**src/rtl/oc_pkg.sv**
```systemverilog
// oc_pkg: mode encoding, CONF field layout and register map shared by the
// output-compare top and its per-channel slices.
package oc_pkg;
   typedef enum logic [2:0] {
      M_OFF, M_SET, M_CLR, M_TGL, M_PWMH, M_PWML, M_RSV6, M_RSV7
   } oc_mode_e;

   localparam int CONF_W        = 5;
   localparam int CONF_MODE_LSB = 0;
   localparam int CONF_MODE_W   = 3;
   localparam int CONF_SEL      = 3;
   localparam int CONF_PRE      = 4;

   localparam int OFF_CONF = 0;
   localparam int OFF_OCR  = 1;

   localparam logic [7:0] ADDR_STATUS = 8'h40;
   localparam logic [7:0] ADDR_IRQEN  = 8'h41;

   function automatic logic idle_level(input oc_mode_e m);
      return (m == M_CLR) || (m == M_PWML);
   endfunction
endpackage

```
**src/rtl/oc_channel.sv**
```systemverilog
// oc_channel: one compare channel -- CONF, shadow/active OCR, edge-qualified
// match detection and the registered compare output.
module oc_channel
   import oc_pkg::*;
#(
   parameter int TW = 32
) (
   input  logic              clk,
   input  logic              rst,
   input  logic              i_conf_we,
   input  logic              i_ocr_we,
   input  logic [TW-1:0]     i_wdata,
   input  logic [TW-1:0]     i_tm1,
   input  logic [TW-1:0]     i_tm2,
   input  logic              i_tm1_of,
   input  logic              i_tm2_of,
   output logic [CONF_W-1:0] o_conf,
   output logic [TW-1:0]     o_shadow,
   output logic              o_match,
   output logic              o_out
);
   logic [CONF_W-1:0] r_conf;
   logic [TW-1:0]     r_shadow, r_active;
   logic              r_eq_prev, r_out;
   logic [CONF_W-1:0] w_new_conf;
   oc_mode_e          w_mode, w_new_mode;
   logic [TW-1:0]     w_tm;
   logic              w_of, w_eq, w_next, w_mode_chg, w_sel_chg;

   assign w_new_conf = i_wdata[CONF_W-1:0];
   assign w_mode     = oc_mode_e'(r_conf[CONF_MODE_LSB +: CONF_MODE_W]);
   assign w_new_mode = oc_mode_e'(w_new_conf[CONF_MODE_LSB +: CONF_MODE_W]);
   assign w_mode_chg = i_conf_we && (w_new_mode != w_mode);
   assign w_sel_chg  = i_conf_we && (w_new_conf[CONF_SEL] != r_conf[CONF_SEL]);
   assign w_tm       = r_conf[CONF_SEL] ? i_tm2 : i_tm1;
   assign w_of       = r_conf[CONF_SEL] ? i_tm2_of : i_tm1_of;
   assign w_eq       = (w_tm == r_active);
   assign o_match    = w_eq && !r_eq_prev;

   // In PWM modes a match outranks a simultaneous overflow.
   always_comb begin
      w_next = 1'b0;
      case (w_mode)
         M_SET:   w_next = o_match | r_out;
         M_CLR:   w_next = !o_match & r_out;
         M_TGL:   w_next = o_match ^ r_out;
         M_PWMH:  w_next = o_match ? 1'b0 : (w_of | r_out);
         M_PWML:  w_next = o_match ? 1'b1 : (!w_of & r_out);
         default: w_next = 1'b0;
      endcase
   end

   always_ff @(posedge clk or negedge rst) begin
      if (!rst) begin
         r_conf    <= '0;
         r_shadow  <= '0;
         r_active  <= '0;
         r_eq_prev <= 1'b0;
         r_out     <= 1'b0;
      end else begin
         if (i_conf_we) r_conf <= w_new_conf;
         if (i_ocr_we) r_shadow <= i_wdata;
         if (!r_conf[CONF_PRE] || w_of) r_active <= r_shadow;
         r_eq_prev <= w_eq && !w_sel_chg;
         r_out     <= w_mode_chg ? idle_level(w_new_mode) : w_next;
      end
   end

   assign o_conf   = r_conf;
   assign o_shadow = r_shadow;
   assign o_out    = r_out;
endmodule

```
**src/rtl/oc_multi.sv**
```systemverilog
// oc_multi: multi-channel output-compare unit -- register decode, registered
// read mux, STATUS (W1C), IRQEN and the level interrupt.
module oc_multi
   import oc_pkg::*;
#(
   parameter int N_CH = 4,
   parameter int TW   = 32
) (
   input  logic            clk,
   input  logic            rst,
   input  logic [7:0]      addr_i,
   input  logic [31:0]     data_i,
   input  logic            rd_i,
   input  logic            wr_i,
   output logic [31:0]     data_o,
   input  logic [TW-1:0]   tm1,
   input  logic [TW-1:0]   tm2,
   input  logic            tm1_of,
   input  logic            tm2_of,
   output logic [N_CH-1:0] outs,
   output logic            irq_o
);
   logic [CONF_W-1:0] w_conf   [N_CH];
   logic [TW-1:0]     w_shadow [N_CH];
   logic [N_CH-1:0]   w_match, w_clr;
   logic [N_CH-1:0]   r_status, r_irqen;
   logic [31:0]       w_rdata;

   for (genvar g = 0; g < N_CH; g++) begin : g_ch
      oc_channel #(.TW(TW)) u_ch (
         .clk      (clk),
         .rst      (rst),
         .i_conf_we(wr_i && (addr_i == 8'(2 * g + OFF_CONF))),
         .i_ocr_we (wr_i && (addr_i == 8'(2 * g + OFF_OCR))),
         .i_wdata  (data_i[TW-1:0]),
         .i_tm1    (tm1),
         .i_tm2    (tm2),
         .i_tm1_of (tm1_of),
         .i_tm2_of (tm2_of),
         .o_conf   (w_conf[g]),
         .o_shadow (w_shadow[g]),
         .o_match  (w_match[g]),
         .o_out    (outs[g])
      );
   end

   always_comb begin
      w_rdata = '0;
      for (int c = 0; c < N_CH; c++) begin
         if (addr_i == 8'(2 * c + OFF_CONF)) w_rdata = 32'(w_conf[c]);
         if (addr_i == 8'(2 * c + OFF_OCR)) w_rdata = 32'(w_shadow[c]);
      end
      if (addr_i == ADDR_STATUS) w_rdata = 32'(r_status);
      if (addr_i == ADDR_IRQEN) w_rdata = 32'(r_irqen);
   end

   assign w_clr = (wr_i && addr_i == ADDR_STATUS) ? data_i[N_CH-1:0] : '0;

   // Reads sample pre-write register values, so a same-cycle write is not seen.
   always_ff @(posedge clk or negedge rst) begin
      if (!rst) begin
         r_status <= '0;
         r_irqen  <= '0;
         data_o   <= '0;
         irq_o    <= 1'b0;
      end else begin
         r_status <= (r_status & ~w_clr) | w_match;
         if (wr_i && addr_i == ADDR_IRQEN) r_irqen <= data_i[N_CH-1:0];
         if (rd_i) data_o <= w_rdata;
         irq_o <= |(r_status & r_irqen);
      end
   end
endmodule

```
**config.mk**
```make
export PLATFORM = sky130hd
export DESIGN_NAME = oc_multi
export DESIGN_NICKNAME = d
export VERILOG_FILES = /design/src/rtl/oc_pkg.sv /design/src/rtl/oc_channel.sv /design/src/rtl/oc_multi.sv
export SDC_FILE = /design/constraint.sdc
export NUM_CORES = 1
export LEC_CHECK = 0
export BUFFER_PORTS_ARGS = -buffer_cell sky130_fd_sc_hd__buf_2
export CORE_MARGIN = 4
export CORE_UTILIZATION = 50
export DETAILED_ROUTE_END_ITERATION = 10
export GPL_TIMING_DRIVEN = 0
export HOLD_SLACK_MARGIN = 0.06
export PLACE_DENSITY = 0.68
export SETUP_SLACK_MARGIN = 0.3
export SYNTH_ARGS = -nofsm -noshare
export SYNTH_HDL_FRONTEND = slang
export SYNTH_HIERARCHICAL = 1
export SYNTH_SLANG_ARGS = --single-unit
```
**constraint.sdc**
```tcl
create_clock -name clk -period 3 [get_ports clk]
set_clock_uncertainty 0.1 [all_clocks]
set_input_delay 0.15 -clock clk [delete_from_list [all_inputs] [get_ports clk]]
set_output_delay 0.15 -clock clk [all_outputs]
set_load 0.01 [all_outputs]
```
==> results.yml, run 1 <==
outcome:
  result_of_the_run: "finished with violations"
  violations: "negative setup slack"
detailed_routing:
  dr.first_iter.drc_count: 1237
  drt_drc_violations_left: 0
  dr_total_vias: 13000
  route.detailed.wl_per_inst_um: 26.7
  detail-route-antenna-nets: 0
  wirelength_um: 56500
  first_pass_iters: 5
  detail_route.vias_per_cell: 6.13
synthesis:
  yosysUniqueCellTypes: 55
  synth_async_sr_flop_share_pct: 100
  yosysWarnings: 6
  mappedNetlistNets: 1482
  syn_area_um2: 17000
  synth.ff_latch_count: 325
  synth_flop_cell: "dfrtp_1"
  syn_avg_cell_area_um2: 12.5
  synth_enable_flop_cells: 0
  yosysSeqAreaShare_pct: 47.7
  synth_cells: 1368
clock_network:
  num_cts_buffers: 36
  cts.reportedPaths.clkPinSlew_ns: 0.06
  cts-root-buf: "clkbuf_16"
  tritoncts: "done"
  clk_latency_ns: 0.52
  clock_sinks: 325
  cts-root-to-sink-buffers: 3
  cts_htree_levels: 2
placement:
  placement.setup.worst_slack_ns: -1.47
  place.detailed.instances: 1964
  place.port_buffers: 145
  dp_hpwl_um: 38600
  place.gp.congestion: 0.920
die:
  die-height_um: 193
  core_area_um2: 33600
  die_w_um: 193
  start_util_pct: 50.7
  ios: 147
  floorplan.die_area_um2: 37100
  core.rowCount: 67
critical_path:
  critical-path-max-stage-delay_ns: 0.43
  crit_family: "simple AND/OR/NAND/NOR gates"
  crit_buf_inv: 3
  reg2reg_from: "g_ch[0].u_ch/o_conf[3]"
  timing.reg2reg.setup_slack_ns: -0.65
  critical-path-slowest-cell: "nor4_4"
  worstPathArrival_ns: 3.95
  critPathKind: "reg -> reg"
  regToRegEndpoint: "g_ch[0].u_ch/o_out"
  worstPathRequired_ns: 3.30
  worst-path-max-fanout: 6
  timing.critical_path.from_type: "flip-flop"
  crit_end_category: "flip-flop"
  cp_cell_sequence: "buf_12, buf_16, mux2i_4, xnor2_2, nor4_4, nand4_1, buf_6, or3_4, ha_4, nand2b_4, a21oi_4, or4_4, o311a_1"
  r2r_cells: 13
layout:
  final_cells: 2114
  final_core_utilization_pct: 63.6
  drive_above_1_share_pct: 41.0
  nNetsFinal: 1756
  area_growth_pct: 25.5
global_route:
  met1_usage_in_global_routing_pct: 42.0
  global_route.usage.met2_pct: 48.3
  first_global_vias: 12900
  grt_busiest_layer: "met2"
  grt_start_max_net_pins: 115
  grt.overflow.total: 0
  global_route.usage.met3_pct: 5.43
  grt_pass1_wl_um: 83300
  antenna_violations_before_repair: 0
  overall_track_demand_over_capacity_in_global_routing_pct: 30.4
timing:
  finalSetupViolations: 4
  setup_repair_after_global_routing_missed_its_margin: "true"
  achievable-frequency_mhz: 274
  tightestPinTransition_ns: 0.916
  post-route-min-period_ns: 3.65
  final_min_period_over_clock_period_pct: 122
  timing.final.max_slew_violations: 0
  slew_headroom_pct: 38.9
  setup_ws_ns: -0.652
  hold_viol: 0
hold_path:
  min_to: "data_o[0]"
  number_of_stages_on_the_worst_hold_path: 4
  hold_path_class: "in -> reg"
  holdCritStartpoint: "addr_i[6]"
power:
  power_per_cell_area_nw_per_um2: 515
  p_leak_nw: 9.55
  ir_drop_mv: 0.391
job:
  max-cap-violations: 0
[metal layers]
layer	wire length [um]	vias up
li1	-	5546
met1	23400	6716
met2	26300	564
met3	4410	127
met4	2360	0
met5	0	-
[logic make-up after synthesis]
group           after synthesis  synth area share [%]
compound gates              165                  7.19
xor+xnor                    144                  7.40
fa+ha+maj                     4                 0.294
buf+inv                      98                  3.41
flops                       325                  47.7
mux                         424                  27.3
simple gates                208                  6.74
[power breakdown]
part	switching, mW	internal, mW	total (mW)
registers	0.176	4.59	4.77
logic	0.787	0.678	1.46
clock network	1.81	2.98	4.79
[worst register-to-register path, cell delays in order, from the launching register on]
cell and delay (ns):
dfrtp_1 0.40, buf_12 0.16, buf_16 0.15, mux2i_4 0.19
xnor2_2 0.16, nor4_4 0.44, nand4_1 0.18, buf_6 0.18
or3_4 0.40, ha_4 0.27, nand2b_4 0.12, a21oi_4 0.05
or4_4 0.41, o311a_1 0.33
[sequential cells by signal (all words and copies together), names as in the netlist]
signal / count
irq_o: 1
data_o: 32
r_irqen: 4
g_ch.u_ch/o_out: 4
g_ch.u_ch/o_shadow: 128
g_ch.u_ch/o_conf: 20
g_ch.u_ch/r_active: 128
r_status: 4
g_ch.u_ch/r_eq_prev: 4
[synth_stat cells (all sizes together), types with 5 or more instances]
| cell | n | area (um^2) |
|---|---|---|
| xnor2 | 128 | 1120 |
| nand2b | 22 | 138 |
| clkbuf | 28 | 110 |
| or4 | 5 | 41.3 |
| mux2i | 138 | 1380 |
| nor2b | 13 | 81.3 |
| a221o | 27 | 270 |
| nor4 | 34 | 213 |
| nand4 | 8 | 50.1 |
| a21boi | 5 | 37.5 |
| nand2 | 75 | 282 |
| buf | 63 | 445 |
| inv | 7 | 26.3 |
| nor2 | 16 | 76.3 |
| a21oi | 39 | 195 |
| nand3b | 6 | 45.0 |
| a311oi | 27 | 236 |
| a211oi | 16 | 120 |
| mux2 | 282 | 3180 |
| nor3 | 8 | 51.3 |
| or3 | 5 | 56.3 |
| xor2 | 16 | 140 |
| dfrtp | 325 | 8130 |
| o21ai | 16 | 80.1 |
[through the flow]
step           TNS [ns]  power, mW  instance area [um^2]  hold slack, ns
2_1_floorplan    -0.426       5.48                 17000          -0.246
3_3_place_gp   -1516.55       6.00                 18300           0.330
3_5_place_dp     -42.91       6.05                 18400         -0.0111
4_1_cts           -2.24       11.0                 21300          0.0734
5_1_grt           -2.88       11.4                 21400           0.145
6_report          -2.56       11.0                 21400          0.0985
[worst max-delay path by stage]
stage	start	to	slack, ns	depth (start not counted)
after detailed placement	g_ch[0].u_ch/o_conf[3]	g_ch[0].u_ch/o_out	-1.47	12
final	g_ch[0].u_ch/o_conf[3]	g_ch[0].u_ch/o_out	-0.65	13
after floorplan	g_ch[3].u_ch/o_conf[3]	g_ch[3].u_ch/o_out	-0.12	12
after global placement	rst	irq_o	-4.57	1
after CTS	g_ch[0].u_ch/o_conf[3]	g_ch[0].u_ch/o_out	-0.58	13
after global routing	g_ch[3].u_ch/o_conf[3]	g_ch[3].u_ch/o_out	-0.76	13
[layout by cell type (no fill, tap or decap), types with 13 or more instances in the layout]
cell	n
a211oi_1	14
a21oi_1	35
a221o_1	27
a311oi_1	27
buf_1	16
buf_12	18
buf_2	158
buf_4	39
buf_6	15
clkbuf_1	29
clkbuf_16	37
dfrtp_1	325
dlygate4sd3_1	35
mux2_2	282
mux2i_1	117
nand2_1	75
nand2b_1	19
nor2_1	15
nor2b_1	13
nor4_1	13
xnor2_1	116
xor2_1	16
[cell type report]
| cell class | instances | area (um^2) |
|---|---|---|
| clock buffers | 49 | 1020 |
| repair buffers | 236 | 1750 |
| flip-flops and latches | 325 | 8130 |
| inverters | 7 | 26.3 |
| multi-input cells | 945 | 8920 |
| well taps | 448 | 561 |
| plain buffers | 91 | 744 |
| fillers | 2608 | 12200 |
| clock inverters | 12 | 239 |
| diodes | 1 | 2.50 |
[repair_timing]
item	CTS	global route
endpoints found under the setup margin	78	77
cloned	5	0
hold endpoints to repair	260	0
buffers inserted	47	0
gates resized for setup	120	30
hold buffers	36	0
pin swaps	42	7
Power figures use the tool's default switching activity.
==> inputs of run 2 (changes only) <==
Settings changed: PLACE_DENSITY 0.68 to 0.69, SYNTH_HIERARCHICAL 1 to default, TNS_END_PERCENT from default to 5.
==> run 2 against run 1 <==
Effect of this change:
- the flow still finishes with violations (negative setup slack)
- clock-buffer cell count is 5 higher
- first-iteration DRC count fell by 5.4%
- critical path depth is 2 higher
- fmax is 6.9% higher
- sequential share of layout area up 1.7 points
- cell area decreased by 4.2%
- utilization grew 0.49 points
- worst hold slack worse by 0.018 ns
- combinational power shrank 5%
==> results.yml, run 2 <==
layout:
  nNetsFinal: 1661
  area_growth_pct: 25.2
  most_common_library_cell_in_the_layout_ignoring_fill_and_taps: "dfrtp_1"
  final_cells: 2009
  drive_above_1_share_pct: 39.9
  fin_area_um2: 20500
  layout.cells.most_common_list: "323 x dfrtp_1, 246 x mux2_2, 156 x buf_2, 120 x xnor2_1, 117 x mux2i_1"
  filler_cell_count: 2423
power:
  p_leak_nw: 9.29
  ir_drop_mv: 0.389
  finalPower_mw: 10.8
  power_per_cell_area_nw_per_um2: 528
global_route:
  global_route.usage.met3_pct: 5.72
  grt_pass1_wl_um: 78100
  overall_track_demand_over_capacity_in_global_routing_pct: 29.3
  met1_usage_in_global_routing_pct: 39.0
  grt.overflow.total: 0
  first_global_vias: 12300
  antenna_violations_before_repair: 2
  grt_start_max_net_pins: 113
  grt_busiest_layer: "met2"
  global_route.usage.met2_pct: 47.3
synthesis:
  yosysSeqAreaShare_pct: 49.7
  post-synth-top-area-fraction_pct: 49.7
  synth_area_leaders: "dfrtp_1 50%, mux2_2 17%, mux2i_1 8.3%"
  syn_avg_cell_area_um2: 12.7
  syn_area_um2: 16400
  synth_enable_flop_cells: 0
  synth_async_sr_flop_share_pct: 100
  synth_cells: 1285
  mappedNetlistNets: 1399
  yosysUniqueCellTypes: 54
  synth_most_common_cell: "dfrtp_1"
  yosysWarnings: 0
  synth.cells.most_frequent: "325 x dfrtp_1, 246 x mux2_2, 135 x mux2i_1, 131 x xnor2_1, 64 x nand2_1"
  synth.ff_latch_count: 325
  post-synth-top-area-cell: "dfrtp_1"
  synth_flop_cell: "dfrtp_1"
critical_path:
  worstPathArrival_ns: 3.72
  crit_end_category: "flip-flop"
  reg2reg_from: "g_ch[0].u_ch.o_conf[3]"
  worstPathRequired_ns: 3.30
  crit_path_frequent_cell: "buf_12"
  critPathKind: "reg -> reg"
  worst-path-max-fanout: 5
  critical-path-slowest-cell: "or4_4"
  critical-path-max-stage-delay_ns: 0.61
  timing.reg2reg.setup_slack_ns: -0.42
  r2r_cells: 15
  crit_family: "simple AND/OR/NAND/NOR gates"
  timing.critical_path.from_type: "flip-flop"
  cp_cell_sequence: "buf_12, buf_12, buf_12, mux2i_4, xnor2_4, nor4_4, nand2_1, or4_4, ha_4, a21oi_2, a21oi_1, nor2_1, a211oi_2, a22o_1, a21oi_2"
  regToRegEndpoint: "g_ch[0].u_ch.o_out"
  crit_buf_inv: 3
timing:
  hold_viol: 0
  timing.final.max_slew_violations: 0
  achievable-frequency_mhz: 293
  timing.setup.tns_ns: -1.35
  tightestPinTransition_ns: 0.875
  finalSetupViolations: 4
  slew_headroom_pct: 41.7
  setup_repair_after_global_routing_missed_its_margin: "true"
  holdWs_ns: 0.0806
  final_min_period_over_clock_period_pct: 114
  post-route-min-period_ns: 3.42
  setup_ws_ns: -0.417
detailed_routing:
  wirelength_um: 54000
  detail-route-antenna-nets: 0
  route.detailed.wl_per_inst_um: 26.9
  dr_total_vias: 12200
  dr.first_iter.drc_count: 1170
  drt_drc_violations_left: 0
  first_pass_iters: 8
  detail_route.vias_per_cell: 6.08
clock_network:
  cts_htree_levels: 2
  num_cts_buffers: 36
  cts-root-buf: "clkbuf_16"
  tritoncts: "done"
  cts.reportedPaths.clkPinSlew_ns: 0.06
  cts-root-to-sink-buffers: 3
  clk_latency_ns: 0.53
  clock_sinks: 325
die:
  ios: 147
  floorplan.die_area_um2: 35700
  die_w_um: 189
  start_util_pct: 51.2
  core.rowCount: 65
  die-height_um: 189
  core_area_um2: 32000
placement:
  place.gp.congestion: 0.931
  detailed_place.area_um2: 17700
  place.port_buffers: 141
  dp_hpwl_um: 37400
  place.detailed.instances: 1863
outcome:
  result_of_the_run: "finished with violations"
  violations: "negative setup slack"
hold_path:
  holdCritStartpoint: "addr_i[0]"
  number_of_stages_on_the_worst_hold_path: 6
  min_to: "r_status[1]"
  hold_path_class: "in -> reg"
job:
  max-cap-violations: 0
-- run 2: tightest hold or removal path: stages --
cell and delay, ns:
buf_2 0.11, nand2b_1 0.13, nor2_1 0.10, nand2_1 0.08
nand2_1 0.05, nand2_1 0.05
-- run 2: per-stage QoR --
stage | setup WS, ns | utilization, %
2_1_floorplan | 0.167 | -
3_3_place_gp | -4.56 | 55.3
3_5_place_dp | -0.797 | 55.5
4_1_cts | -0.406 | 62.0
5_1_grt | -0.535 | 64.1
6_report | -0.417 | 64.1
-- run 2: power by group --
| part | leakage, nW | switching, mW | internal [mW] |
|---|---|---|---|
| clock | 0.617 | 1.81 | 2.86 |
| combinational | 4.24 | 0.741 | 0.641 |
| sequential | 4.43 | 0.187 | 4.60 |
| total | 9.29 | 2.74 | 8.10 |
-- run 2: cells by family (layout without fill, tap and decap cells) --
| kind of cell | Yosys count | after routing | share of synthesized area [%] |
|---|---|---|---|
| multiplexers | 423 | 423 | 28.5 |
| flip-flops | 325 | 325 | 49.7 |
| AND/OR/NAND/NOR | 186 | 186 | 5.69 |
| XOR/XNOR | 144 | 144 | 7.71 |
| AO/OA/AOI/OAI | 113 | 113 | 5.11 |
| buffers and inverters | 90 | 378 | 3.03 |
| adder cells (fa/ha/maj) | 4 | 4 | 0.306 |
| other | 0 | 1 | 0 |
-- run 2: final cells by class --
type / count / area [um^2] / share of cell area (%)
multi-input cells: 870 / 8190 / 40.0
inverters: 10 / 37.5 / 0.183
flip-flops and latches: 325 / 8140 / 39.7
clock inverters: 10 / 158 / 0.769
repair buffers: 224 / 1710 / 8.32
diodes: 1 / 2.50 / 0.0122
well taps: 435 / 544 / 2.66
plain buffers: 80 / 634 / 3.09
clock buffers: 54 / 1090 / 5.32
-- run 2: worst max path at each step --
| stage | start | to | slack, ns | cells after the start |
|---|---|---|---|---|
| final | g_ch[0].u_ch.o_conf[3] | g_ch[0].u_ch.o_out | -0.42 | 15 |
| after CTS | g_ch[0].u_ch.o_conf[3] | g_ch[0].u_ch.o_out | -0.41 | 14 |
| after detailed placement | g_ch[2].u_ch.o_conf[3] | g_ch[2].u_ch.o_out | -0.80 | 13 |
| after floorplan | g_ch[0].u_ch.o_conf[3] | g_ch[0].u_ch.o_out | 0.17 | 14 |
| after global placement | rst | g_ch[0].u_ch.o_shadow[16] | -4.56 | 1 |
| after global routing | g_ch[0].u_ch.o_conf[3] | g_ch[0].u_ch.o_out | -0.54 | 14 |
-- run 2: layer usage --
layer  routed length [um]  vias up
li1                     -     5204
met1                21900     6265
met2                25200      587
met4                 2630        4
met3                 4220      153
met5                   27        -
-- run 2: what timing repair did --
| action | CTS | global route |
|---|---|---|
| buffers inserted | 14 | 28 |
| pin swaps | 23 | 39 |
| setup endpoints to repair | 67 | 82 |
| endpoints found under the hold margin | 224 | 1 |
| gates cloned | 3 | 3 |
| hold buffers | 32 | 1 |
| gates resized for setup | 51 | 78 |
